**src/rtl/s2_demux_writer_if.sv**
```systemverilog
// Producer/consumer bundle for s2_demux_writer: write request, slot select,
// slot contents, occupancy flags and releases.
interface s2_demux_writer_if #(
    parameter int N = 5
);
    logic [N-1:0] DIN;
    logic         A1;
    logic         B1;
    logic         A0;
    logic         B0;
    logic         IN_VALID;
    logic         IN_READY;
    logic [N-1:0] Q00;
    logic [N-1:0] Q01;
    logic [N-1:0] Q10;
    logic [N-1:0] Q11;
    logic [3:0]   FULL;
    logic [3:0]   ACK;
    logic [2:0]   COUNT;
    logic         OVF;

    modport master (
        output DIN, A1, B1, A0, B0, IN_VALID, ACK,
        input  IN_READY, Q00, Q01, Q10, Q11, FULL, COUNT, OVF
    );

    modport slave (
        input  DIN, A1, B1, A0, B0, IN_VALID, ACK,
        output IN_READY, Q00, Q01, Q10, Q11, FULL, COUNT, OVF
    );
endinterface

```
**src/rtl/s2_demux_writer.sv**
```systemverilog
// Four-slot demultiplexing writer with per-slot occupancy, release and overflow.
// Define S2_DEMUX_OVERWRITE_EN to let writes to a full slot overwrite it instead of stalling.
module s2_demux_writer #(
    parameter int N = 5
) (
    input  logic              CLK,
    input  logic              CLR,
    s2_demux_writer_if.slave  bus
);
    logic [1:0] sel;
    logic       ready;
    logic       accept;
    logic       ovf_set;
    logic [3:0] full_reg;
    logic [3:0] full_next;
    logic [2:0] count_reg;
    logic [2:0] count_next;
    logic       ovf_reg;

    assign sel = {bus.A1 | bus.B1, bus.A0 & bus.B0};

`ifdef S2_DEMUX_OVERWRITE_EN
    assign ready   = 1'b1;
    // A same-edge release of the target slot makes the write a normal one.
    assign ovf_set = bus.IN_VALID & full_reg[sel] & ~bus.ACK[sel];
`else
    // Ready looks only at registered occupancy, so a same-edge ACK cannot open the slot.
    assign ready   = ~full_reg[sel];
    assign ovf_set = bus.IN_VALID & ~ready;
`endif

    assign accept = bus.IN_VALID & ready;

    always_comb begin
        full_next = full_reg & ~bus.ACK;
        if (accept) begin
            full_next[sel] = 1'b1;
        end
        count_next = '0;
        for (int i = 0; i < 4; i++) begin
            count_next = count_next + {2'b00, full_next[i]};
        end
    end

    always_ff @(posedge CLK or posedge CLR) begin
        if (CLR) begin
            full_reg  <= '0;
            count_reg <= '0;
            ovf_reg   <= 1'b0;
        end else begin
            full_reg  <= full_next;
            count_reg <= count_next;
            ovf_reg   <= ovf_reg | ovf_set;
        end
    end

    generate
        for (genvar gi = 0; gi < 4; gi++) begin : g_slot
            logic [N-1:0] q_reg;
            always_ff @(posedge CLK or posedge CLR) begin
                if (CLR) begin
                    q_reg <= '0;
                end else if (accept && (sel == 2'(gi))) begin
                    q_reg <= bus.DIN;
                end
            end
        end
    endgenerate

    assign bus.IN_READY = ready;
    assign bus.Q00      = g_slot[0].q_reg;
    assign bus.Q01      = g_slot[1].q_reg;
    assign bus.Q10      = g_slot[2].q_reg;
    assign bus.Q11      = g_slot[3].q_reg;
    assign bus.FULL     = full_reg;
    assign bus.COUNT    = count_reg;
    assign bus.OVF      = ovf_reg;
endmodule

```
**src/flat_wrapper.sv**
```systemverilog
// flat-port wrapper written by rule: the top's interface ports become plain ports
module s2_demux_writer_flat 
#(
    parameter int N = 5
)
  (CLK, CLR, bus_DIN, bus_A1, bus_B1, bus_A0, bus_B0, bus_IN_VALID, bus_ACK, bus_IN_READY, bus_Q00, bus_Q01, bus_Q10, bus_Q11, bus_FULL, bus_COUNT, bus_OVF);
  s2_demux_writer_if #(.N(N)) bus_i ();
  input  logic CLK;
  input  logic CLR;
  input wire logic [$bits(bus_i.DIN)-1:0] bus_DIN;
  input wire logic [$bits(bus_i.A1)-1:0] bus_A1;
  input wire logic [$bits(bus_i.B1)-1:0] bus_B1;
  input wire logic [$bits(bus_i.A0)-1:0] bus_A0;
  input wire logic [$bits(bus_i.B0)-1:0] bus_B0;
  input wire logic [$bits(bus_i.IN_VALID)-1:0] bus_IN_VALID;
  input wire logic [$bits(bus_i.ACK)-1:0] bus_ACK;
  output wire logic [$bits(bus_i.IN_READY)-1:0] bus_IN_READY;
  output wire logic [$bits(bus_i.Q00)-1:0] bus_Q00;
  output wire logic [$bits(bus_i.Q01)-1:0] bus_Q01;
  output wire logic [$bits(bus_i.Q10)-1:0] bus_Q10;
  output wire logic [$bits(bus_i.Q11)-1:0] bus_Q11;
  output wire logic [$bits(bus_i.FULL)-1:0] bus_FULL;
  output wire logic [$bits(bus_i.COUNT)-1:0] bus_COUNT;
  output wire logic [$bits(bus_i.OVF)-1:0] bus_OVF;
  assign bus_i.DIN = bus_DIN;
  assign bus_i.A1 = bus_A1;
  assign bus_i.B1 = bus_B1;
  assign bus_i.A0 = bus_A0;
  assign bus_i.B0 = bus_B0;
  assign bus_i.IN_VALID = bus_IN_VALID;
  assign bus_i.ACK = bus_ACK;
  assign bus_IN_READY = bus_i.IN_READY;
  assign bus_Q00 = bus_i.Q00;
  assign bus_Q01 = bus_i.Q01;
  assign bus_Q10 = bus_i.Q10;
  assign bus_Q11 = bus_i.Q11;
  assign bus_FULL = bus_i.FULL;
  assign bus_COUNT = bus_i.COUNT;
  assign bus_OVF = bus_i.OVF;
  s2_demux_writer #(.N(N)) u_core (.CLK(CLK), .CLR(CLR), .bus(bus_i));
endmodule
```
**config.mk**
```make
export PLATFORM = sky130hd
export DESIGN_NAME = s2_demux_writer_flat
export DESIGN_NICKNAME = d
export VERILOG_FILES = /design/src/rtl/s2_demux_writer_if.sv /design/src/rtl/s2_demux_writer.sv /design/src/flat_wrapper.sv
export SDC_FILE = /design/constraint.sdc
export NUM_CORES = 1
export LEC_CHECK = 0
export ABC_AREA = 1
export BUFFER_PORTS_ARGS = -buffer_cell sky130_fd_sc_hd__buf_4
export CORE_MARGIN = 2
export CORE_UTILIZATION = 43
export CTS_CLUSTER_DIAMETER = 50
export CTS_CLUSTER_SIZE = 14
export DETAILED_ROUTE_END_ITERATION = 8
export GPL_TIMING_DRIVEN = 0
export PLACE_DENSITY = 0.78
export SKIP_LAST_GASP = 1
export SYNTH_ARGS = -nofsm -noshare
export SYNTH_HDL_FRONTEND = slang
export SYNTH_SLANG_ARGS = --single-unit
export TNS_END_PERCENT = 5
```
**constraint.sdc**
```tcl
create_clock -name CLK -period 1.9 [get_ports CLK]
set_input_delay 0.285 -clock CLK [delete_from_list [all_inputs] [get_ports CLK]]
set_output_delay 0.285 -clock CLK [all_outputs]
set_load 0.03 [all_outputs]
```
==> impl_results.md, run 1 <==
- Outcome: finished with violations
- Violated checks: setup timing
- Dominant synthesized flop cell: dfrtp_1
- GRT Residual Overflow: 0
- Slew Viols, Final: 0
- Clock Path Buffers: 2
- Pin count of the biggest net entering global routing: 29
- Drt pass-1 iters: 4
- CTS tree: built
- Worst Hold Class: in2reg
- Die H: 57.97 microns
- CP endpoint kind: register
- Critical path launch point type: register
- Synth Register Bits: 28
- Mean Syn Cell Area: 9.940 sq um
- Crit. Startpoint: u_core.bus.FULL[3]$_DFF_PP0_
- Max-cap violations: 0
- Count leader, synth: nand2_1
- Worst reg2reg startpoint: u_core.bus.FULL[3]$_DFF_PP0_
- Post-synth ARST share: 1.000
- Site row count: 19
- Core Area: 2758 sq um
- Hold-fix buffers at CTS: 0
- Final setup fails: 1
- Tcrit/Tclk final: 1.003
- Syn nets: around 150
- Fin. Hold Viols: 0
- Hold Slack: 0.1113 ns
- # IOs: 45
- Fin util: 0.6661
- Post-synth top area share: 0.5594
- Pwr Total: 1.916 mW
- FF-to-FF End: u_core.bus.COUNT[1]$_DFF_PP0_
- Synth top cells by count: nand2_1 (35), dfrtp_1 (28), inv_1 (19), nand3_1 (12), o21ai_2 (10)
- Max Freq: 524.9 MHz
- Sequential share of the synthesized area: 0.5594
- Lkg Pwr: 0.9866 nW
- CTS Sinks: 28
- RSZ-0062 raised after global routing: true
- Distinct cell type count after synthesis: 18
- Worst slew pin tran: 1.027 ns
- Final net count: 208
- Routed len/inst: 13.80 microns
- Final GP Congestion: 0.8324
- Peak supply drop: around 0.94 mV
- DR vias: 1115
- Power per Cell Area: 1043 nW/um^2
- Top area cells in the synthesized netlist: dfrtp_1 (56%), nand2_1 (10%), o21ai_2 (7.0%)
- Initial Util: 0.4542
- Crit path required time: roughly 2.1 ns
- Vias/cell: 5.091
- CP Max Fanout: 5
- Non-filler cells, final: 219
- Area delta synth->final: 46.65%
- Sum Neg Setup Slack: -0.005191 ns
- DRC viols: 0
- Later-pin clock latency in the skew report: 0.33 ns
- Finished Cell Area: ~1800 sq um
- Cts bufs inserted: 3
- Syn. warnings: 0
- Dpl hpwl: 2058 microns
- Initial antenna violation count: 0
- Total Routing Usage GR: 0.1876
- Initial drt markers: 43
- Crit path DAT: 2.14 ns
- Reg2Reg Setup Slack: -0.005 ns
- Skew final: 0.002667 ns
- Cells after Synth: 126
- EDFF count, synth: 0
- H-tree Lvls: 1
- Die footprint: 3361 sq um
- Mapped cell area: roughly 1300 sq um
- Die X: 57.97 microns
- Placed Instances: 201
- Max-slew headroom: 0.3146
- First-pass GRT wire length: 4885 microns
- Area leader, netlist: dfrtp_1
- I/O Buffers: 44
- Post-place setup slack: -0.3928 ns
- Inserted Diodes: 0
- Fillers: 232
- Vias in the first global route: 1065
- Setup ws final: -0.005191 ns
- Worst Reg-to-Reg Cells: 10
- Clock slew at reported path FFs: 0.15 ns
- Post-route ant nets: 0
- Crit Path Class: reg2reg
- Crit path capture: u_core.bus.COUNT[1]$_DFF_PP0_
- Layout cells sized above 1: 0.5372
- Drt total wl: 3022 microns
- Clock Root Buffer: clkbuf_4
- Tmin final: 1.905 ns
- Post-DP Area: approximately 1600 sq um
## worst max-delay path, stage by stage, from the launching register on
cell and delay (ns):
dfrtp_2 0.40, nand3_2 0.07, nand2_2 0.10, nand2_4 0.07
nand4_1 0.13, o21ai_2 0.08, ha_1 0.29, inv_2 0.05
fa_2 0.35, inv_2 0.08, ha_4 0.19
## metal layers
| layer | vias up | GRT usage | share of wire |
|---|---|---|---|
| met3 | 8 | 0.04018 | 0.066 |
| met1 | 539 | 0.2357 | 0.40 |
| li1 | 524 | - | - |
| met5 | - | 0 | 0 |
| met4 | 0 | 0.06977 | 0.022 |
| met2 | 44 | 0.3182 | 0.51 |
## cells in the final DEF (no fill, tap or decap), types with 3 or more instances in the layout
cell type / synthesis / routed
nand3_1: 12 / 10
inv_1: 19 / 17
o21ai_2: 10 / 12
clkbuf_4: 0 / 3
dfrtp_1: 28 / 24
nand2_1: 35 / 30
inv_2: 1 / 3
nand2_2: 3 / 7
dfrtp_2: 0 / 4
buf_4: 0 / 58
## registers in the layout, indices dropped and copies added, names as in the netlist
name	cells
u_core.bus.COUNT	3
u_core.bus.FULL	4
u_core.bus.OVF	1
u_core.bus.Q00	5
u_core.bus.Q01	5
u_core.bus.Q10	5
u_core.bus.Q11	5
## cell type report
class / instances / area, sq um / share of cell area
clock buffer: 3 / 22.52 / 0.01226
sequential: 28 / 705.7 / 0.3842
inverter: 20 / 75.07 / 0.04087
buffer: 2 / 22.52 / 0.01226
timing repair buffer: 58 / 435.4 / 0.2371
multi-input combinational: 76 / 506.7 / 0.2759
tap: 31 / 38.79 / 0.02112
clock inverter: 1 / 30.03 / 0.01635
## power by group
group,internal (mW),switching [mW]
clock,0.213,0.179
combinational,0.281,0.457
sequential,0.713,0.0719
## worst min path at each step
stage                              from                       endpoint  slack (ns)  depth (start not counted)
2_1_floorplan                       CLR  u_core.bus.COUNT[0]$_DFF_PP0_        0.35                          1
3_3_place_gp   u_core.bus.OVF$_DFF_PP0_       u_core.bus.OVF$_DFF_PP0_        0.46                          1
3_5_place_dp   u_core.bus.OVF$_DFF_PP0_       u_core.bus.OVF$_DFF_PP0_        0.47                          1
4_1_cts                      bus_ACK[0]   u_core.bus.FULL[0]$_DFF_PP0_        0.13                          2
5_1_grt                      bus_ACK[0]   u_core.bus.FULL[0]$_DFF_PP0_        0.10                          2
6_report                     bus_ACK[0]   u_core.bus.FULL[0]$_DFF_PP0_        0.11                          2
## cells by family after synthesis
| kind of cell | after synthesis | synth area share |
|---|---|---|
| AOI/OAI and AO/OA | 15 | 0.09191 |
| buffers and inverters | 22 | 0.07792 |
| adders and majority gates | 3 | 0.03596 |
| and+or+nand+nor | 58 | 0.2348 |
| DFF | 28 | 0.5594 |
## timing repair
action | 4_1_cts | 5_1_grt
pin swaps | 1 | 5
buffers inserted | 12 | 3
hold endpoints to repair | 0 | 0
endpoints found under the setup margin | 3 | 8
gates resized for setup | 1 | 8
Note: power is estimated with default switching activity, not from simulation.
==> inputs of run 2 (changes only) <==
--- a/config.mk
+++ b/config.mk
@@ -18,4 +18,4 @@
 export SYNTH_ARGS = -nofsm -noshare
 export SYNTH_HDL_FRONTEND = slang
 export SYNTH_SLANG_ARGS = --single-unit
-export TNS_END_PERCENT = 5
+export TNS_END_PERCENT = 50
==> run 2 against run 1 <==
  * The run still ends with setup timing left
  * Clock skew is 0.0015 ns higher
  * Register-to-register slack barely moved
  * Power about the same
  * Global-route usage is the same
  * Critical path depth is the same
  * Largest power group unchanged
  * Die area did not move
  * Non-clock buffer count decreased by 1
  * Fmax down 0.72%
  * Sequential share of layout area rose by 0.16 points
==> impl_results.md, run 2 (same netlist as run 1, synthesis figures left out) <==
- Outcome: finished with violations
- Violated checks: setup timing
- Inserted Diodes: 0
- Worst Hold Class: in2reg
- Clock slew at reported path FFs: 0.15 ns
- Sum Neg Setup Slack: -0.01908 ns
- CTS Sinks: 28
- Clock Root Buffer: clkbuf_4
- Site row count: 19
- Fillers: 233
- Total Routing Usage GR: 0.1876
- Area delta synth->final: 46.05%
- GRT Residual Overflow: 0
- # IOs: 45
- Crit-path cells: nand3_2, nand2_2, nand2_4, nand4_1, o21ai_2, ha_1, inv_2, fa_2, inv_2, ha_4
- Max Freq: 521.1 MHz
- Drt total wl: around 3000 microns
- Routed len/inst: 13.98 microns
- Hold-fix buffers at CTS: 0
- Drt pass-1 iters: 4
- Die footprint: 3361 sq um
- Crit path DAT: between 2 and 2.5 ns
- Largest delay share family, worst path: adder cells
- Die H: 57.97 microns
- Area of the multi-input gates: about 500 sq um
- Initial Util: 0.4542
- CTS tree: built
- Max-slew headroom: 0.3132
- Tcrit/Tclk final: 1.010
- Crit path top cell by count: inv_2
- Crit path required time: ~2.1 ns
- Max incr delay on CP: 0.40 ns
- Power per Cell Area: 1047 nW/um^2
- Tmin final: ~1.9 ns
- Initial antenna violation count: 0
- Crit Path Class: reg2reg
- Cts bufs inserted: 3
- Die X: 57.97 microns
- Clock Path Buffers: 2
- Fin. Hold Viols: 0
- Later-pin clock latency in the skew report: about 0.33 ns
- Lkg Pwr: 0.9824 nW
- H-tree Lvls: 1
- CP endpoint kind: register
- Initial drt markers: 32
- Setup ws final: -0.01908 ns
- Max-cap violations: 0
- Pin count of the biggest net entering global routing: 29
- Post-route ant nets: 0
- Slew Viols, Final: 0
- Final setup fails: 1
- First-pass GRT wire length: 4885 microns
- Slowest CP cell: dfrtp_2
- Skew final: 0.004212 ns
- Final GP Congestion: 0.8324
- I/O Buffers: 44
- CP Max Fanout: 5
- Vias in the first global route: approximately 1100
- Critical path launch point type: register
- Buffers and inverters on the worst path: 2
- Final net count: 207
- DR vias: 1087
- DRC viols: 0
- Pwr Total: ~1.9 mW
- Core Area: 2758 sq um
- Worst slew pin tran: 1.029 ns
- Peak supply drop: between 0.9 and 1 mV
- Area occupied by registers: around 710 sq um
- Layout cells sized above 1: 0.5348
- Most frequent cells in the layout: buf_4 (57), nand2_1 (30), dfrtp_1 (24), inv_1 (17), o21ai_2 (12)
- Vias/cell: 4.986
- Most common cell after layout, fill and taps aside: buf_4
- Dpl hpwl: 2058 microns
- RSZ-0062 raised after global routing: true
-- run 2: final timing paths --
check / from / end / slack (ns) / cells past startpoint
worst min register to register: u_core.bus.OVF$_DFF_PP0_ / u_core.bus.OVF$_DFF_PP0_ / 0.50 / 1
min in group asynchronous: CLR / u_core.bus.FULL[3]$_DFF_PP0_ / 0.19 / 2
worst min-delay path: bus_ACK[0] / u_core.bus.FULL[0]$_DFF_PP0_ / 0.11 / 2
max in group asynchronous: CLR / u_core.bus.FULL[2]$_DFF_PP0_ / 1.03 / 2
worst max register to register: u_core.bus.FULL[3]$_DFF_PP0_ / u_core.bus.COUNT[1]$_DFF_PP0_ / -0.02 / 10
worst max-delay path: u_core.bus.FULL[3]$_DFF_PP0_ / u_core.bus.COUNT[1]$_DFF_PP0_ / -0.02 / 10
-- run 2: area by class of cell --
class	instances	area share
flip-flops and latches	28	0.3858
multi-input cells	76	0.2770
repair buffers	57	0.2339
inverters	20	0.04104
well taps	31	0.02120
clock inverters	1	0.01642
clock buffers	3	0.01231
plain buffers	2	0.01231
-- run 2: repair_timing --
item / CTS / global route
buffers inserted: 12 / 3
resized for setup: 1 / 8
pin swaps: 1 / 5
endpoints found under the setup margin: 3 / 8
hold endpoints to repair: 0 / 0
-- run 2: worst register-to-register path: stages, from the launching register on --
cell	delay [ns]
dfrtp_2	0.40
nand3_2	0.07
nand2_2	0.10
nand2_4	0.07
nand4_1	0.13
o21ai_2	0.09
ha_1	0.29
inv_2	0.05
fa_2	0.36
inv_2	0.08
ha_4	0.19
-- run 2: power by group --
part           switching, mW  total (mW)  internal (mW)  leakage, nW
combinational          0.457       0.738          0.281        0.608
sequential            0.0721       0.785          0.713        0.347
clock                  0.178       0.391          0.213       0.0279
total                  0.707        1.91           1.21        0.982
-- run 2: layer usage --
metal | vias up | track usage | part of all wire
li1 | 523 | - | -
met1 | 521 | 0.2357 | 0.40
met2 | 35 | 0.3182 | 0.52
met3 | 8 | 0.04018 | 0.061
met4 | 0 | 0.06977 | 0.021
met5 | - | 0 | 0
-- run 2: stage by stage --
step	std cells	hold WS, ns	cell area, sq um	utilization	setup slack, ns
floorplan	126	0.3501	1275	-	-0.05604
finish	218	0.1133	1829	0.6633	-0.01908
CTS	217	0.1313	1787	0.6479	0.008034
global placement	201	0.4615	1644	0.5962	-0.3254
detailed placement	201	0.4656	1644	0.5962	-0.3928
global route	218	0.1050	1829	0.6633	-0.1151
==> inputs of run 3 (changes only) <==
--- a/config.mk
+++ b/config.mk
@@ -5,15 +5,14 @@
 export SDC_FILE = /design/constraint.sdc
 export NUM_CORES = 1
 export LEC_CHECK = 0
-export ABC_AREA = 1
 export BUFFER_PORTS_ARGS = -buffer_cell sky130_fd_sc_hd__buf_4
 export CORE_MARGIN = 2
-export CORE_UTILIZATION = 43
+export CORE_UTILIZATION = 42
 export CTS_CLUSTER_DIAMETER = 50
 export CTS_CLUSTER_SIZE = 14
 export DETAILED_ROUTE_END_ITERATION = 8
 export GPL_TIMING_DRIVEN = 0
-export PLACE_DENSITY = 0.78
+export PLACE_DENSITY = 0.77
 export SKIP_LAST_GASP = 1
 export SYNTH_ARGS = -nofsm -noshare
 export SYNTH_HDL_FRONTEND = slang
==> run 3 against run 2 <==
  * The flow now finishes without violations
  * Hold slack gained 0.030 ns
  * Count of clock-buffer cells in the layout rose by 1
  * Global-route usage fell by 2.4 points
  * Worst setup slack improved by 0.13 ns
  * First-iteration DRC count fell by 47%
  * Register-to-register slack gained 0.20 ns
  * Critical endpoint is now bus_IN_READY
  * Largest power group unchanged
==> impl_results.md, run 3 <==
- Post-synthesis simple-gate area fraction: 0.05033
- Synth Register Bits: 28
- Pin count of the biggest net entering global routing: 29
- Area leader, netlist: dfrtp_1
- Slew Viols, Final: 0
- Most common cell after layout, fill and taps aside: buf_4
- Total Routing Usage GR: 0.1635
- Critical path launch point type: register
- Worst slew pin tran: around 1 ns
- Max Freq: 559.4 MHz
- Slowest CP cell: mux4_2
- # IOs: 45
- Initial drt markers: 17
- Fin. Hold Viols: 0
- Reg2Reg Setup Slack: between 0.15 and 0.2 ns
- Cells after Synth: 76
- Mean Syn Cell Area: between 15 and 20 sq um
- Final net count: 146
- Sequential share of the synthesized area: 0.6127
- Vias/cell: 5.019
- First-pass GRT wire length: a little over 4000 microns
- Tmin final: 1.788 ns
- Compound-gate portion of the synthesized area: 0.04814
- Initial antenna violation count: 0
- Area delta synth->final: 37.64%
- Max-cap violations: 0
- CP endpoint kind: output pin
- Syn nets: 95
- Final GP Congestion: 0.7935
- Initial Util: 0.4534
- CTS Sinks: 28
- Mux share of post-synthesis cell area: 0.2166
- Clock Path Buffers: 2
- Sum Neg Setup Slack: 0 ns
- Lkg Pwr: ~0.79 nW
- Post-Synth Adder-Cell Area: 0.03939
- Cts bufs inserted: 3
- Power per Cell Area: 1101 nW/um^2
- Top area cells in the synthesized netlist: dfrtp_1 (61%), mux2_2 (20%), inv_1 (3.0%)
- Dpl hpwl: 1756 microns
- Distinct cell type count after synthesis: 19
- Dominant synthesized flop cell: dfrtp_1
- Largest family of logic cells by synthesized area: multiplexers
- Site row count: 18
- Final setup fails: 0
- EDFF count, synth: 0
- Crit. Startpoint: u_core.bus.FULL[3]$_DFF_PP0_
- CTS tree: built
- Clock Root Buffer: clkbuf_4
- Vias in the first global route: 887
- DR vias: 783
- Post-synth top area share: 0.6127
- Clock slew at reported path FFs: 0.14 ns
- Syn. warnings: 0
- DRC viols: 0
- Xor/xnor share of the synthesized area: 0
- Most frequent cells in the layout: buf_4 (46), dfrtp_1 (26), mux2_2 (20), inv_1 (8), clkbuf_4 (3)
- Hold-fix buffers at CTS: 0
- Die footprint: 3156 sq um
- Drt pass-1 iters: 3
- Crit Path Class: reg2out
- RSZ-0062 raised after global routing: false
- Crit path DAT: 1.50 ns
- Peak supply drop: 0.8331 mV
- Routed len/inst: between 10 and 15 microns
- HP Start: bus_ACK[2]
- I/O Buffers: 44
- Max incr delay on CP: 0.50 ns
- Layout cells sized above 1: 0.6429
- Fillers: 212
- H-tree Lvls: 1
- FF-to-FF End: u_core.bus.COUNT[1]$_DFF_PP0_
- Die X: 56.18 microns
- GRT Residual Overflow: 0
- Crit path required time: roughly 1.6 ns
- Crit-path cells: mux4_2, inv_1, buf_4
- Crit path capture: bus_IN_READY
- Post-synth ARST share: 1.000
- Inserted Diodes: 0
- Core Area: 2522 sq um
- Count leader, synth: dfrtp_1
- CP Max Fanout: 5
- Later-pin clock latency in the skew report: 0.31 ns
- Mapped cell area: 1144 sq um
- Drt total wl: 2318 microns
- Worst reg2reg startpoint: u_core.bus.FULL[0]$_DFF_PP0_
- Fin util: 0.6240
- Post-route ant nets: 0
- Tcrit/Tclk final: 0.9408
- Die H: around 56 microns
- Skew final: 0.001762 ns
- Max-slew headroom: 0.3169
- Worst Reg-to-Reg Cells: 8
- Worst Hold Class: in2reg
- Synth top cells by count: dfrtp_1 (28), mux2_2 (20), inv_1 (9)
- Outcome: completed
[run 3: cell types whose count changed in the layout (fill, tap and decap cells not counted), sizes merged, moves of 10 or more]
| cell | delta |
|---|---|
| buf | -13 |
| inv | -10 |
| mux2 | +20 |
| nand2 | -38 |
| nand3 | -12 |
| o21ai | -11 |
[run 3: cell type report]
class | instances | area, sq um | share of cell area
flip-flops and latches | 28 | 703.2 | 0.4467
multi-input cells | 38 | 414.1 | 0.2631
repair buffers | 46 | 345.3 | 0.2194
inverters | 10 | 37.54 | 0.02385
well taps | 30 | 37.54 | 0.02385
clock buffers | 4 | 36.28 | 0.02305
[run 3: timing repair]
action | in CTS | in global routing
setup endpoints to repair | 3 | 1
gates resized for setup | 1 | 0
setup buffers | 2 | 0
pin swaps | 2 | 1
cloned | 0 | 0
[run 3: cell families (layout without fill, tap and decap cells)]
family,after synthesis,after routing
compound gates,8,8
fa+ha+maj,3,3
buf+inv,10,60
flops,28,28
mux,21,21
simple gates,6,6
[run 3: critical path, delay by kind of cell, from the launching register on]
family / cells / cell delay [ns]
buf+inv: 2 / 0.22
flops: 1 / 0.48
mux: 1 / 0.50
[run 3: metrics by stage]
stage	cell area (sq um)	std cells	total power, mW	hold WS, ns	setup slack (ns)
finish	1574	156	1.733	0.1437	0.1125
global route	1574	156	1.836	0.1019	0.02671
CTS	1574	156	1.753	0.1332	0.05599
detailed placement	1516	150	1.470	0.4519	-0.2536
global placement	1516	150	1.452	0.4445	-0.2336
floorplan	1149	76	1.194	0.3503	-0.02292
[run 3: per-layer routing]
layer | part of all wire | vias to the layer above | global-route usage
met4 | 0.0052 | 0 | 0.06463
met3 | 0.079 | 2 | 0.04651
met2 | 0.51 | 28 | 0.2739
met1 | 0.41 | 389 | 0.1979
li1 | - | 364 | -
met5 | 0 | - | 0
[run 3: worst min path at each step]
stage | cells after the start | end
4_1_cts | 2 | u_core.bus.FULL[2]$_DFF_PP0_
3_3_place_gp | 1 | u_core.bus.OVF$_DFF_PP0_
2_1_floorplan | 1 | u_core.bus.COUNT[0]$_DFF_PP0_
3_5_place_dp | 1 | u_core.bus.OVF$_DFF_PP0_
5_1_grt | 2 | u_core.bus.FULL[2]$_DFF_PP0_
6_report | 2 | u_core.bus.FULL[2]$_DFF_PP0_
[run 3: where the power goes]
part / switching, mW / total [mW] / internal, mW
Combinational: 0.389 / 0.669 / 0.280
Sequential: 0.0661 / 0.783 / 0.717
Clock: 0.164 / 0.281 / 0.117
